<file path="src/rtl/regfile_pkg.sv">
// Shared constants and types for the register-file write-back path.
package regfile_pkg;
  localparam int DATA_W           = 32;
  localparam int ADDR_W           = 4;
  localparam int NUM_REGS         = 16;
  localparam int PC_REG           = 15;
  localparam int DEF_STARVE_LIMIT = 3;

  // Grant vector bit positions
  localparam int GNT_LD  = 0;
  localparam int GNT_ALU = 1;

  typedef struct packed {
    logic              valid;
    logic [ADDR_W-1:0] rd;
    logic [DATA_W-1:0] data;
  } wb_req_t;
endpackage

</file>
<file path="src/rtl/wb_prio_arbiter.sv">
// Two-way arbiter: load beats ALU unless the ALU has been stalled STARVE_LIMIT cycles in a row.
module wb_prio_arbiter
  import regfile_pkg::*;
#(
  parameter int STARVE_LIMIT = DEF_STARVE_LIMIT
) (
  input  logic       clk,
  input  logic       rst_n,
  input  logic       i_ld_req,
  input  logic       i_alu_req,
  input  logic       i_alu_valid,
  output logic [1:0] o_grant,
  output logic       o_ld_ready,
  output logic       o_alu_ready
);
  localparam int CNT_W = (STARVE_LIMIT < 1) ? 1 : $clog2(STARVE_LIMIT + 1);

  logic [CNT_W-1:0] r_stall_cnt;
  logic             w_starved;

  assign w_starved = (r_stall_cnt == CNT_W'(STARVE_LIMIT));

  always_comb begin
    o_grant = '0;
    if (w_starved && i_alu_req)
      o_grant[GNT_ALU] = 1'b1;
    else if (i_ld_req)
      o_grant[GNT_LD] = 1'b1;
    else if (i_alu_req)
      o_grant[GNT_ALU] = 1'b1;
  end

  assign o_ld_ready  = o_grant[GNT_LD];
  assign o_alu_ready = o_grant[GNT_ALU];

  // Saturates at the limit so an ALU blocked for other reasons keeps its priority claim.
  always_ff @(posedge clk) begin
    if (!rst_n)
      r_stall_cnt <= '0;
    else if (!i_alu_valid || o_grant[GNT_ALU])
      r_stall_cnt <= '0;
    else if (!w_starved)
      r_stall_cnt <= r_stall_cnt + 1'b1;
  end
endmodule

</file>
<file path="src/rtl/regfile_writeback.sv">
// Write-side controller: arbitrates ALU/load results onto the general and r15 write ports,
// keeps the busy scoreboard and drives a one-cycle forwarding copy of the write in flight.
module regfile_writeback
  import regfile_pkg::*;
#(
  parameter int STARVE_LIMIT = DEF_STARVE_LIMIT
) (
  input  logic                clk,
  input  logic                rst_n,
  input  logic                alu_valid,
  output logic                alu_ready,
  input  logic [ADDR_W-1:0]   alu_rd,
  input  logic [DATA_W-1:0]   alu_data,
  input  logic                ld_valid,
  output logic                ld_ready,
  input  logic [ADDR_W-1:0]   ld_rd,
  input  logic [DATA_W-1:0]   ld_data,
  input  logic                pc_valid,
  input  logic [DATA_W-1:0]   pc_data,
  input  logic                iss_valid,
  input  logic [ADDR_W-1:0]   iss_rd,
  output logic [NUM_REGS-1:0] busy,
  output logic                wEn1,
  output logic [ADDR_W-1:0]   wA1,
  output logic [DATA_W-1:0]   wD1,
  output logic                wEn15,
  output logic [DATA_W-1:0]   wDr15,
  output logic                fwd_valid,
  output logic [ADDR_W-1:0]   fwd_rd,
  output logic [DATA_W-1:0]   fwd_data
);
  localparam logic [ADDR_W-1:0] PC_A = ADDR_W'(PC_REG);

  logic [1:0]          w_grant;
  logic                w_ld_req, w_alu_req;
  wb_req_t             w_sel;
  logic                w_sel_pc;
  logic [NUM_REGS-1:0] w_set, w_clr;

  logic                r_wen1, r_wen15, r_fwd_valid;
  logic [ADDR_W-1:0]   r_wa1, r_fwd_rd;
  logic [DATA_W-1:0]   r_wd1, r_wdr15, r_fwd_data;
  logic [NUM_REGS-1:0] r_busy;

  // A PC update owns the r15 port, so data-path r15 results wait; readies stay low in reset.
  assign w_ld_req  = rst_n & ld_valid  & ~(pc_valid & (ld_rd  == PC_A));
  assign w_alu_req = rst_n & alu_valid & ~(pc_valid & (alu_rd == PC_A));

  wb_prio_arbiter #(.STARVE_LIMIT(STARVE_LIMIT)) u_arb (
    .clk        (clk),
    .rst_n      (rst_n),
    .i_ld_req   (w_ld_req),
    .i_alu_req  (w_alu_req),
    .i_alu_valid(alu_valid),
    .o_grant    (w_grant),
    .o_ld_ready (ld_ready),
    .o_alu_ready(alu_ready)
  );

  always_comb begin
    w_sel.valid = |w_grant;
    w_sel.rd    = w_grant[GNT_LD] ? ld_rd   : alu_rd;
    w_sel.data  = w_grant[GNT_LD] ? ld_data : alu_data;
    w_sel_pc    = w_sel.valid && (w_sel.rd == PC_A);
    w_set       = '0;
    w_clr       = '0;
    if (iss_valid)   w_set[iss_rd]   = 1'b1;
    if (w_sel.valid) w_clr[w_sel.rd] = 1'b1;
  end

  always_ff @(posedge clk) begin
    if (!rst_n) begin
      r_wen1      <= 1'b0;
      r_wa1       <= '0;
      r_wd1       <= '0;
      r_wen15     <= 1'b0;
      r_wdr15     <= '0;
      r_fwd_valid <= 1'b0;
      r_fwd_rd    <= '0;
      r_fwd_data  <= '0;
      r_busy      <= '0;
    end else begin
      r_busy      <= (r_busy & ~w_clr) | w_set;
      r_wen1      <= w_sel.valid & ~w_sel_pc;
      r_wen15     <= w_sel_pc | pc_valid;
      r_fwd_valid <= w_sel.valid | pc_valid;
      if (w_sel.valid && !w_sel_pc) begin
        r_wa1 <= w_sel.rd;
        r_wd1 <= w_sel.data;
      end
      if (w_sel_pc)
        r_wdr15 <= w_sel.data;
      else if (pc_valid)
        r_wdr15 <= pc_data;
      // Forwarding prefers the general-port write when both ports fire.
      if (w_sel.valid) begin
        r_fwd_rd   <= w_sel.rd;
        r_fwd_data <= w_sel.data;
      end else if (pc_valid) begin
        r_fwd_rd   <= PC_A;
        r_fwd_data <= pc_data;
      end
    end
  end

  assign wEn1      = r_wen1;
  assign wA1       = r_wa1;
  assign wD1       = r_wd1;
  assign wEn15     = r_wen15;
  assign wDr15     = r_wdr15;
  assign fwd_valid = r_fwd_valid;
  assign fwd_rd    = r_fwd_rd;
  assign fwd_data  = r_fwd_data;
  assign busy      = r_busy;
endmodule

</file>
<file path="config.mk">
export PLATFORM = sky130hd
export DESIGN_NAME = regfile_writeback
export DESIGN_NICKNAME = d
export VERILOG_FILES = /design/src/rtl/regfile_pkg.sv /design/src/rtl/wb_prio_arbiter.sv /design/src/rtl/regfile_writeback.sv
export SDC_FILE = /design/constraint.sdc
export NUM_CORES = 1
export LEC_CHECK = 0
export CAP_MARGIN = 20
export CORE_UTILIZATION = 44
export CTS_CLUSTER_DIAMETER = 40
export DETAILED_ROUTE_END_ITERATION = 8
export MAX_ROUTING_LAYER = met4
export PLACE_DENSITY_LB_ADDON = 0.15
export SYNTH_ARGS = -nofsm -noshare
export SYNTH_HDL_FRONTEND = slang
export SYNTH_HIERARCHICAL = 1
export SYNTH_SLANG_ARGS = --single-unit
</file>
<file path="constraint.sdc">
create_clock -name clk -period 3 [get_ports clk]
set_clock_uncertainty 0.15 [all_clocks]
set_input_delay 0.3 -clock clk [delete_from_list [all_inputs] [get_ports clk]]
set_output_delay 0.3 -clock clk [all_outputs]
set_load 0.005 [all_outputs]
</file>
# Word level (Yosys, flattened, before mapping)
# Index checks and enable logic that the tools add are counted.
# Widths: inputs -> output; s select.
word_totals:
  regBits: 125
  word_cells: 65
  in_bits: 114
op_classes:
  n_bitwise: 16
  n_reduce_logical: 12
  add_sub_neg: 1
  muxes: 18
  magnitude_cmp: 4
  n_eq_ne: 4
ops:
  columns: ["cell", "n"]
  rows:
  - ["$mux 32", 4]
  - ["$mux 16", 2]
  - ["$and 16x16->16", 1]
  - ["$not 16->16", 1]
  - ["$or 16x16->16", 1]
  - ["$eq 4x4->1 const B", 3]
  - ["$mux 4", 3]
  - ["$lt 4x5->1 const B", 2]
  - ["$demux 1 s4", 2]
  - ["$ge 4x1->1 const B", 2]
  - ["$and 1x1->1", 7]
  - ["$mux 1", 7]
  - ["$logic_and 1x1->1", 5]
  - ["$not 1->1", 4]
  - ["$reduce_bool 2->1", 2]
  - ["$reduce_or 2->1", 2]
  - ["$add 2x1->2 const B", 1]
  - ["$eq 2x2->1 const B", 1]
  - ["$logic_not 1->1", 2]
  - ["$or 1x1->1", 2]
  - ["$logic_or 1x1->1", 1]

# Logic depth before layout (Yosys ltp)
# Gate-level depths: netlist of the first run.
depth:
  ltp_word: 15
  ltp_mapped: 12
  mapped_depth_nobuf: 7

# Cells and area by module
# The synthesis of the first run kept the hierarchy.
by_module_without_submodules:
  columns: ["module", "seq_area_each_um2", "cells_each", "area_per_inst_um2", "n_inst"]
  rows:
  - ["regfile_writeback", 2462.4, 592, 5953.2, 1]
  - ["wb_prio_arbiter", 40.0, 13, 143.9, 1]

# Worst setup path after synthesis of the first run
# No wires, ideal clock.
synth_timing:
  path_type: "in2reg"
  start: "input port rst_n"
  end: "register r_fwd_data[0] (netlist: fwd_data[0])"
  path_buffers: 5
  slack_ns: 0.207
  required_time_ns: 2.734
  stages: 10
  setup_time_ns: 0.116
  arrival_ns: 2.526
  path_cell_list: "clkbuf_1 > clkbuf_1 > nand2_1 > a21oi_1 > a21boi_0 > buf_4 > buf_2 > buf_4 > mux2_2 > o211a_1"
synth_via:
  elab_cells_between_ends: 14
  classes_between: "mux (7); bitwise (4); reduce/logical (3)"
synth_rtl:
  columns: ["element", "line_no", "source"]
  rows:
  - ["start, declared", "regfile_writeback.sv:9", "input logic rst_n,"]
  - ["$and 1x1->1 (*) (2 in series)", "regfile_writeback.sv:46", "assign w_ld_req = rst_n & ld_valid & ~(pc_valid & (ld_rd == PC_A));"]
  - ["via w_ld_req", "regfile_writeback.sv:35", "logic w_ld_req, w_alu_req;"]
  - ["$mux 1 (*)", "wb_prio_arbiter.sv:27", "else if (i_ld_req)"]
  - ["$mux 1 (*)", "wb_prio_arbiter.sv:25", "if (w_starved && i_alu_req)"]
  - ["via ld_ready", "regfile_writeback.sv:15", "output logic ld_ready,"]
  - ["$mux 32 / $reduce_or 2->1 (equally long branches)", "regfile_writeback.sv:63, regfile_writeback.sv:61", null]
  - ["$mux 32 / $reduce_bool 2->1 (equally long branches)", null, null]
  - ["end signal, assigned", "regfile_writeback.sv:98", "r_fwd_data <= w_sel.data;"]
  - ["end signal, assigned", "regfile_writeback.sv:101", "r_fwd_data <= pc_data;"]
  - ["end, declared", "regfile_writeback.sv:42", "logic [DATA_W-1:0] r_wd1, r_wdr15, r_fwd_data;"]
# Mark *: on every way through the listed nets, which the timed path passes. The rest lies on a longest branch.
# A chain may end at the register's enable or synchronous reset.

# Worst setup path after layout of the first run
layout_timing:
  start: "input port ld_rd[3]"
  end: "output port ld_ready"
layout_via:
  elab_chain_cells: 6
layout_lines:
  columns: ["element", "line_no", "source"]
  rows:
  - ["start, declared", "regfile_writeback.sv:16", "input logic [ADDR_W-1:0] ld_rd,"]
  - ["$eq 4x4->1", "regfile_writeback.sv:46", null]
  - ["$and 1x1->1", "regfile_writeback.sv:46", null]
  - ["$not 1->1", "regfile_writeback.sv:46", null]
  - ["$and 1x1->1", "regfile_writeback.sv:46", null]
  - ["via w_ld_req", "regfile_writeback.sv:35", null]
  - ["$mux 1", "wb_prio_arbiter.sv:27", null]
  - ["$mux 1", "wb_prio_arbiter.sv:25", null]
  - ["end, declared", "regfile_writeback.sv:15", null]
# The timed path passes the listed nets, and every way through them passes these cells.

==> metrics.md, run 1 <==
| Metric | Value |
|---|---|
| Status | `finished clean` |
| Maximum fanout along the worst path | `29` |
| Flop2flop setup slack | `0.46 ns` |
| Total die area | `14,300 µm²` |
| Synth-to-Final Area Change | `51.6%` |
| Worst Hold Class | `in -> reg` |
| VDD IR-drop max | `between 0.3 and 0.4 mV` |
| Crit. End Element | `primary output` |
| Syn Area/Cell | `10.1 µm²` |
| Hold path start | `rst_n` |
| Synth top area share | `41.0%` |
| Area contributors post-synth | `dfxtp_1, mux2i_1, mux2_2, nand2_1, o211a_1` |
| Arrival @ worst endpoint | `approximately 2.4 ns` |
| Via Count | `5,430` |
| Worst path buffer plus inverter count | `2` |
| FP Rows | `between 40 and 50` |
| Clock Sinks | `about 130` |
| Die height | `between 100 and 150 µm` |
| Cts bufs inserted | `17` |
| Clk root buf | `clkbuf_16` |
| Clk_lat worst skew | `0.41 ns` |
| Power Dens Cells | `519 nW/µm²` |
| Cell family with most CP delay | `buffers and inverters` |
| WHS Endpoint | `busy[7]$_SDFF_PN0_` |
| Worst-Margin Slew | `around 1.1 ns` |
| Post-synth top flop | `dfxtp_1` |
| # DRC | `0` |
| Period utilization | `96.1%` |
| Tot GR Track Use | `25.2%` |
| Clk buf depth | `2` |
| Initial antenna violation count | `0` |
| First-pass detailed-route iteration total | `4` |
| Startpoint Class | `input pin` |
| Seq cells post-synth | `125` |
| Post-synthesis cell type count | `45` |
| Synth async-reset ratio | `0%` |
| Global-route wire length before repair | `27,400 µm` |
| Worst Setup Path Type | `in -> out` |
| Dpl cells | `~990` |
| Setup_tns | `0 ns` |
| Max incr delay on CP | `0.65 ns` |
| Initial core utilization | `45.5%` |
| Slowest cell on the critical path | `clkdlybuf4s50_1` |
| Max Fclk | `347 MHz` |
| Slew Viols, Final | `0` |
| P_leak | `0.00390 µW` |
| GP Congestion | `a little over 0.8` |
| Clock transition at path regs | `~0.05 ns` |
| CTS resizes | `0` |
| Post-Syn Area | `~6000 µm²` |
| Die X | `120 µm` |
| RR Startpoint | `u_arb/r_stall_cnt[0]$_SDFFE_PP0P_` |
| Via-to-Cell Ratio | `between 5 and 6` |
| Max-cap viol count | `0` |
| Antenna-violating nets left | `0` |
| # hold bufs at CTS | `0` |
| Seq/Total Area, Yosys | `41.0%` |
| Total gr overflow | `0` |
| Final std cells w/o fill | `about 1,000` |
| Vias in the first global route | `5,387` |
| Final min period | `about 2.9 ns` |
| Port Buffer Count | `238` |
| # diodes | `0` |
| CP dominant cell by count | `clkdlybuf4s50_1` |
| Relative slew slack | `29.6%` |
| Final core occ | `69.0%` |
| DR WL/cell | `17.1 µm` |
| RSZ-0062 raised after global routing | `false` |
| WP data required | `between 2 and 3 ns` |
| Synthesized instance count | `between 600 and 700` |
| HPWL reported at the end of detailed placement | `12,300 µm` |
| Cells on worst reg2reg path | `5` |
| I/O pin count | `239` |
| Crit-path cells | `clkdlybuf4s50_1 > and4_1 > a21oi_1 > a21boi_4 > clkdlybuf4s50_1` |
| DRT iter0 DRCs | `~290` |
| Final net count | `951` |
| Setup Fix Bufs, Post-CTS | `0` |
| Pin count of the biggest net entering global routing | `93` |
| Hold Path Stages | `2` |
| RR Endpoint | `fwd_data[0]$_SDFFE_PN0P_` |
| Share of cells above drive strength 1 | `14.8%` |
| CTS tree | `done` |
| # H-tree levels | `4` |
| Placeable Area | `13,400 µm²` |
| Final setup fails | `0` |
| Routed Wire Length | `about 18,000 µm` |
| Total number of yosys warnings | `6` |
| Number of synthesized flops with an enable pin | `0` |
| Final hold violation count | `0` |
| Area leader, netlist | `dfxtp_1` |
| Syn nets | `720` |
[through the flow]
step                      hold slack, ns  worst slack (ns)  cell area [µm²]  power [µW]
after floorplan                    0.292             0.207             6100        2300
after global placement             0.284            0.0363             8660        2800
after detailed placement           0.293            -0.145             8660        2820
after CTS                         0.0586             0.132             9240        4840
after global routing              0.0746           0.00920             9240        5000
final                             0.0741             0.118             9240        4800
[cells in the mapped netlist (all sizes together) (2+ instances only)]
cell,number
nor3,5
nor2,7
o211a,28
and4,2
buf,27
o21a,2
a21oi,6
a22o,3
a32o,15
nand2,135
o2bb2ai,6
a211oi,2
nand3b,3
clkbuf,21
mux2,60
a2bb2o,2
nand2b,10
and3b,4
nor3b,5
inv,6
dfxtp,125
o311ai,4
mux2i,101
and3,6
o22ai,4
nand3,2
[layout by cell type, fill, tap and decap left out, types with 5 or more instances in the layout]
cell type | synthesis | routed
inv_1 | 6 | 6
nor2_1 | 7 | 6
o2bb2ai_1 | 6 | 6
nand2b_1 | 9 | 9
a21oi_1 | 6 | 6
dfxtp_1 | 125 | 125
clkbuf_16 | 0 | 17
buf_4 | 6 | 20
o211a_1 | 28 | 28
clkbuf_1 | 21 | 6
nor3_1 | 5 | 5
a32o_1 | 15 | 15
mux2_2 | 60 | 60
clkinv_2 | 0 | 5
mux2i_1 | 101 | 101
nand2_1 | 135 | 135
clkdlybuf4s50_1 | 0 | 236
and3_1 | 6 | 6
[cell families after synthesis]
logic type / Yosys count / synth area share, %
adder cells (fa/ha/maj): 1 / 0.205
AO/OA/AOI/OAI: 76 / 11.6
buffers and inverters: 54 / 4.80
AND/OR/NAND/NOR: 187 / 14.5
flip-flops: 125 / 41.0
XOR/XNOR: 1 / 0.144
multiplexers: 161 / 27.7
[report_power, final]
part / leakage [µW] / switching, µW / internal (µW) / total (µW)
registers: 0.00103 / 66.3 / 1790 / 1850
clock network: 0.000286 / 691 / 1320 / 2010
logic: 0.00258 / 374 / 559 / 933
total: 0.00390 / 1130 / 3670 / 4800
[layout make-up]
| cell class | count | area, µm² |
|---|---|---|
| Clock buffer | 24 | 462 |
| Clock inverter | 8 | 115 |
| Fill cell | 1089 | 4160 |
| Inverter | 6 | 22.5 |
| Multi-Input combinational cell | 426 | 3330 |
| Sequential cell | 125 | 2500 |
| Tap cell | 176 | 220 |
| Timing Repair Buffer | 260 | 2590 |
[routing by layer]
metal	vias up	GRT usage (%)	wire, µm
met4	0	9.84	412
met5	-	-	0
met3	34	5.61	1010
li1	2625	-	-
met1	2586	29.1	7330
met2	185	42.6	8800
[worst max path at each step]
| stage | startpoint | endpoint | slack [ns] | cells past startpoint |
|---|---|---|---|---|
| after floorplan | rst_n | fwd_data[0]$_SDFFE_PN0P_ | 0.21 | 10 |
| after global placement | alu_rd[3] | wDr15[13]$_SDFFE_PN0P_ | 0.04 | 9 |
| after detailed placement | ld_rd[3] | fwd_data[0]$_SDFFE_PN0P_ | -0.15 | 7 |
| after CTS | ld_rd[3] | ld_ready | 0.13 | 5 |
| after global routing | ld_rd[2] | ld_ready | 0.009 | 5 |
| final | ld_rd[3] | ld_ready | 0.12 | 5 |
[registers in the layout, summed over array words and instances (netlist names)]
signal,cells
busy,16
fwd_data,32
fwd_rd,4
fwd_valid,1
u_arb/r_stall_cnt,2
wA1,4
wD1,32
wDr15,32
wEn1,1
wEn15,1
(Power assumes the default switching activity.)
==> run 2: changes to the inputs <==
--- a/config.mk
+++ b/config.mk
@@ -6,6 +6,7 @@
 export NUM_CORES = 1
 export LEC_CHECK = 0
 export CAP_MARGIN = 20
+export CORE_MARGIN = 2
 export CORE_UTILIZATION = 44
 export CTS_CLUSTER_DIAMETER = 40
 export DETAILED_ROUTE_END_ITERATION = 8
==> run 2 against run 1 <==
Cell count increased by 0.29%. Clock power decreased by 5%. Wire length rose by 0.41%. Largest cell class unchanged.
==> metrics.md, run 2 (synthesis gave the netlist of run 1 again) <==
| Metric | Value |
|---|---|
| Sw Pwr | `1140 µW (+1.1%)` |
| Post-route worst setup slack | `0.337 ns (+0.219 ns)` |
| # diodes | `0 (unchanged)` |
| Max-cap viol count | `0 (unchanged)` |
| HPWL reported at the end of detailed placement | `12,300 µm (about the same)` |
| Routed Wire Length | `17,600 µm (+0.41%)` |
| Via-to-Cell Ratio | `5.23 (-1.3%)` |
| FP Rows | `43 (+2.4%)` |
| Relative slew slack | `28.3% (-1.3 points)` |
| # DRC | `0 (unchanged)` |
| Crit. End Element | `primary output` |
| Multi-input gate area | `3330 µm² (unchanged)` |
| Tot GR Track Use | `24.0% (-1.2 points)` |
| Share of cells above drive strength 1 | `15.0% (+0.14 points)` |
| Startpoint Class | `input pin` |
| Internal Pwr Total | `3540 µW (-3.4%)` |
| Slew Viols, Final | `0 (unchanged)` |
| Max Fclk | `376 MHz (+8.2%)` |
| Antenna-violating nets left | `0 (unchanged)` |
| Clk buf depth | `2 (unchanged)` |
| Final setup fails | `0 (unchanged)` |
| Total gr overflow | `0 (unchanged)` |
| Combinational Power Share | `19.9% (+0.4 points)` |
| WP data required | `2.55 ns (about the same)` |
| Clk_lat worst skew | `0.41 ns (about the same)` |
| FF+latch area | `2500 µm² (unchanged)` |
| Synth-to-Final Area Change | `51.1%` |
| Clock Sinks | `125 (unchanged)` |
| Initial antenna violation count | `0 (unchanged)` |
| Worst Setup Path Type | `in -> out` |
| Vias in the first global route | `5,251 (-2.5%)` |
| Maximum fanout along the worst path | `19 (-34%)` |
| P_leak | `0.00389 µW (-0.26%)` |
| Clk root buf | `clkbuf_16` |
| Final net count | `951 (unchanged)` |
| Commonest non-fill, non-tap cell in the layout | `clkdlybuf4s50_1` |
| Clock transition at path regs | `0.06 ns (about the same)` |
| Power Dens Cells | `508 nW/µm² (-2.1%)` |
| GP Congestion | `0.835 (+0.38%)` |
| Total die area | `14,800 µm² (+3.4%)` |
| Arrival @ worst endpoint | `2.21 ns (-0.22 ns)` |
| Die X | `122 µm (+1.7%)` |
| # hold bufs at CTS | `0 (unchanged)` |
| Final hold violation count | `0 (unchanged)` |
| Filler cells | `1,122 (+3.0%)` |
| DRT iter0 DRCs | `277 (-3.5%)` |
| VDD IR-drop max | `0.330 mV (-1.2%)` |
| Initial core utilization | `44.4% (-1.1 points)` |
| Pre-CTS setup slack | `0.0574 ns (+0.203 ns)` |
| Port Buffer Count | `238 (unchanged)` |
| Final min period | `2.66 ns (-0.219 ns)` |
| Worst-Margin Slew | `1.08 ns (+0.0199 ns)` |
| Worst Hold Class | `in -> reg` |
| I/O pin count | `239 (unchanged)` |
| Sw Ratio | `24.4% (+0.83 points)` |
| Setup Fix Bufs, Post-CTS | `0 (unchanged)` |
| RSZ-0062 raised after global routing | `false` |
| Pin count of the biggest net entering global routing | `98 (+5.4%)` |
| Die height | `122 µm (+1.7%)` |
| # H-tree levels | `4 (unchanged)` |
| Placeable Area | `13,700 µm² (+2.4%)` |
| DR WL/cell | `17.1 µm (+0.12%)` |
| Global-route wire length before repair | `26,800 µm (-2.1%)` |
| First-pass detailed-route iteration total | `4 (unchanged)` |
| CTS resizes | `0 (unchanged)` |
| Period utilization | `88.8% (-7.3 points)` |
| Via Count | `5,375 (-1.0%)` |
| Clock group share of total power | `40.5% (-1.4 points)` |
| Most frequent cells in the layout | `clkdlybuf4s50_1, nand2_1, dfxtp_1` |
| Cts bufs inserted | `17 (unchanged)` |
| Status | `finished clean` |
| Setup_tns | `0 ns (unchanged)` |
| Flop pwr share | `39.6% (+1.0 points)` |
| CTS tree | `done` |
## run 2: changes by cell type in the layout (fill, tap and decap cells not counted)
cell / before / now
bufinv_16: 3 / 1
clkbuf_1: 6 / 4
clkbuf_8: 1 / 3
clkinv_4: 0 / 1
## run 2: power groups by stage
| stage | logic, µW | clock network (µW) | registers (µW) |
|---|---|---|---|
| 6_report | 934 | 1900 | 1850 |
| 5_1_grt | 1010 | 2020 | 1870 |
| 4_1_cts | 939 | 1940 | 1860 |
| 3_5_place_dp | 931 | 0 | 1890 |
| 3_3_place_gp | 917 | 0 | 1880 |
| 2_1_floorplan | 411 | 0 | 1890 |
## run 2: layer usage
metal	up-vias	track usage, %	part of all wire [%]
met5	-	-	0
met4	0	9.55	2.2
met3	25	5.99	6.0
met2	175	39.3	49
met1	2546	28.5	43
li1	2629	-	-
## run 2: final cells by class
class | instances | share of cell area [%]
Inverter | 6 | 0.244
Clock buffer | 24 | 5.23
Clock inverter | 7 | 0.692
Tap cell | 180 | 2.44
Timing Repair Buffer | 260 | 28.1
Multi-Input combinational cell | 426 | 36.1
Sequential cell | 125 | 27.2
## run 2: worst paths after layout
check,start,end,slack (ns),cells after the start
max reg2reg,u_arb/r_stall_cnt[0]$_SDFFE_PP0P_,wDr15[4]$_SDFFE_PN0P_,0.53,7
min reg2reg,wA1[2]$_SDFFE_PN0P_,wA1[2]$_SDFFE_PN0P_,0.30,2
min,pc_valid,u_arb/r_stall_cnt[1]$_SDFFE_PP0P_,0.24,5
max,alu_rd[2],ld_ready,0.34,6
## run 2: critical path, cell delays in order
cell,delay (ns)
clkdlybuf4s50_1,0.48
and4_1,0.22
a21oi_1,0.07
buf_4,0.15
a21boi_4,0.39
clkdlybuf4s50_1,0.60
## run 2: per-stage QoR
stage / cell area [µm²] / cells / total power, µW / hold slack (ns) / util [%]
after floorplan: 6100 / 605 / 2300 / 0.292 / -
after global placement: 8670 / 997 / 2800 / 0.286 / 63.2
after detailed placement: 8670 / 997 / 2820 / 0.292 / 63.2
after CTS: 9220 / 1028 / 4730 / 0.216 / 67.2
after global routing: 9220 / 1028 / 4890 / 0.253 / 67.2
final: 9220 / 1028 / 4680 / 0.235 / 67.2
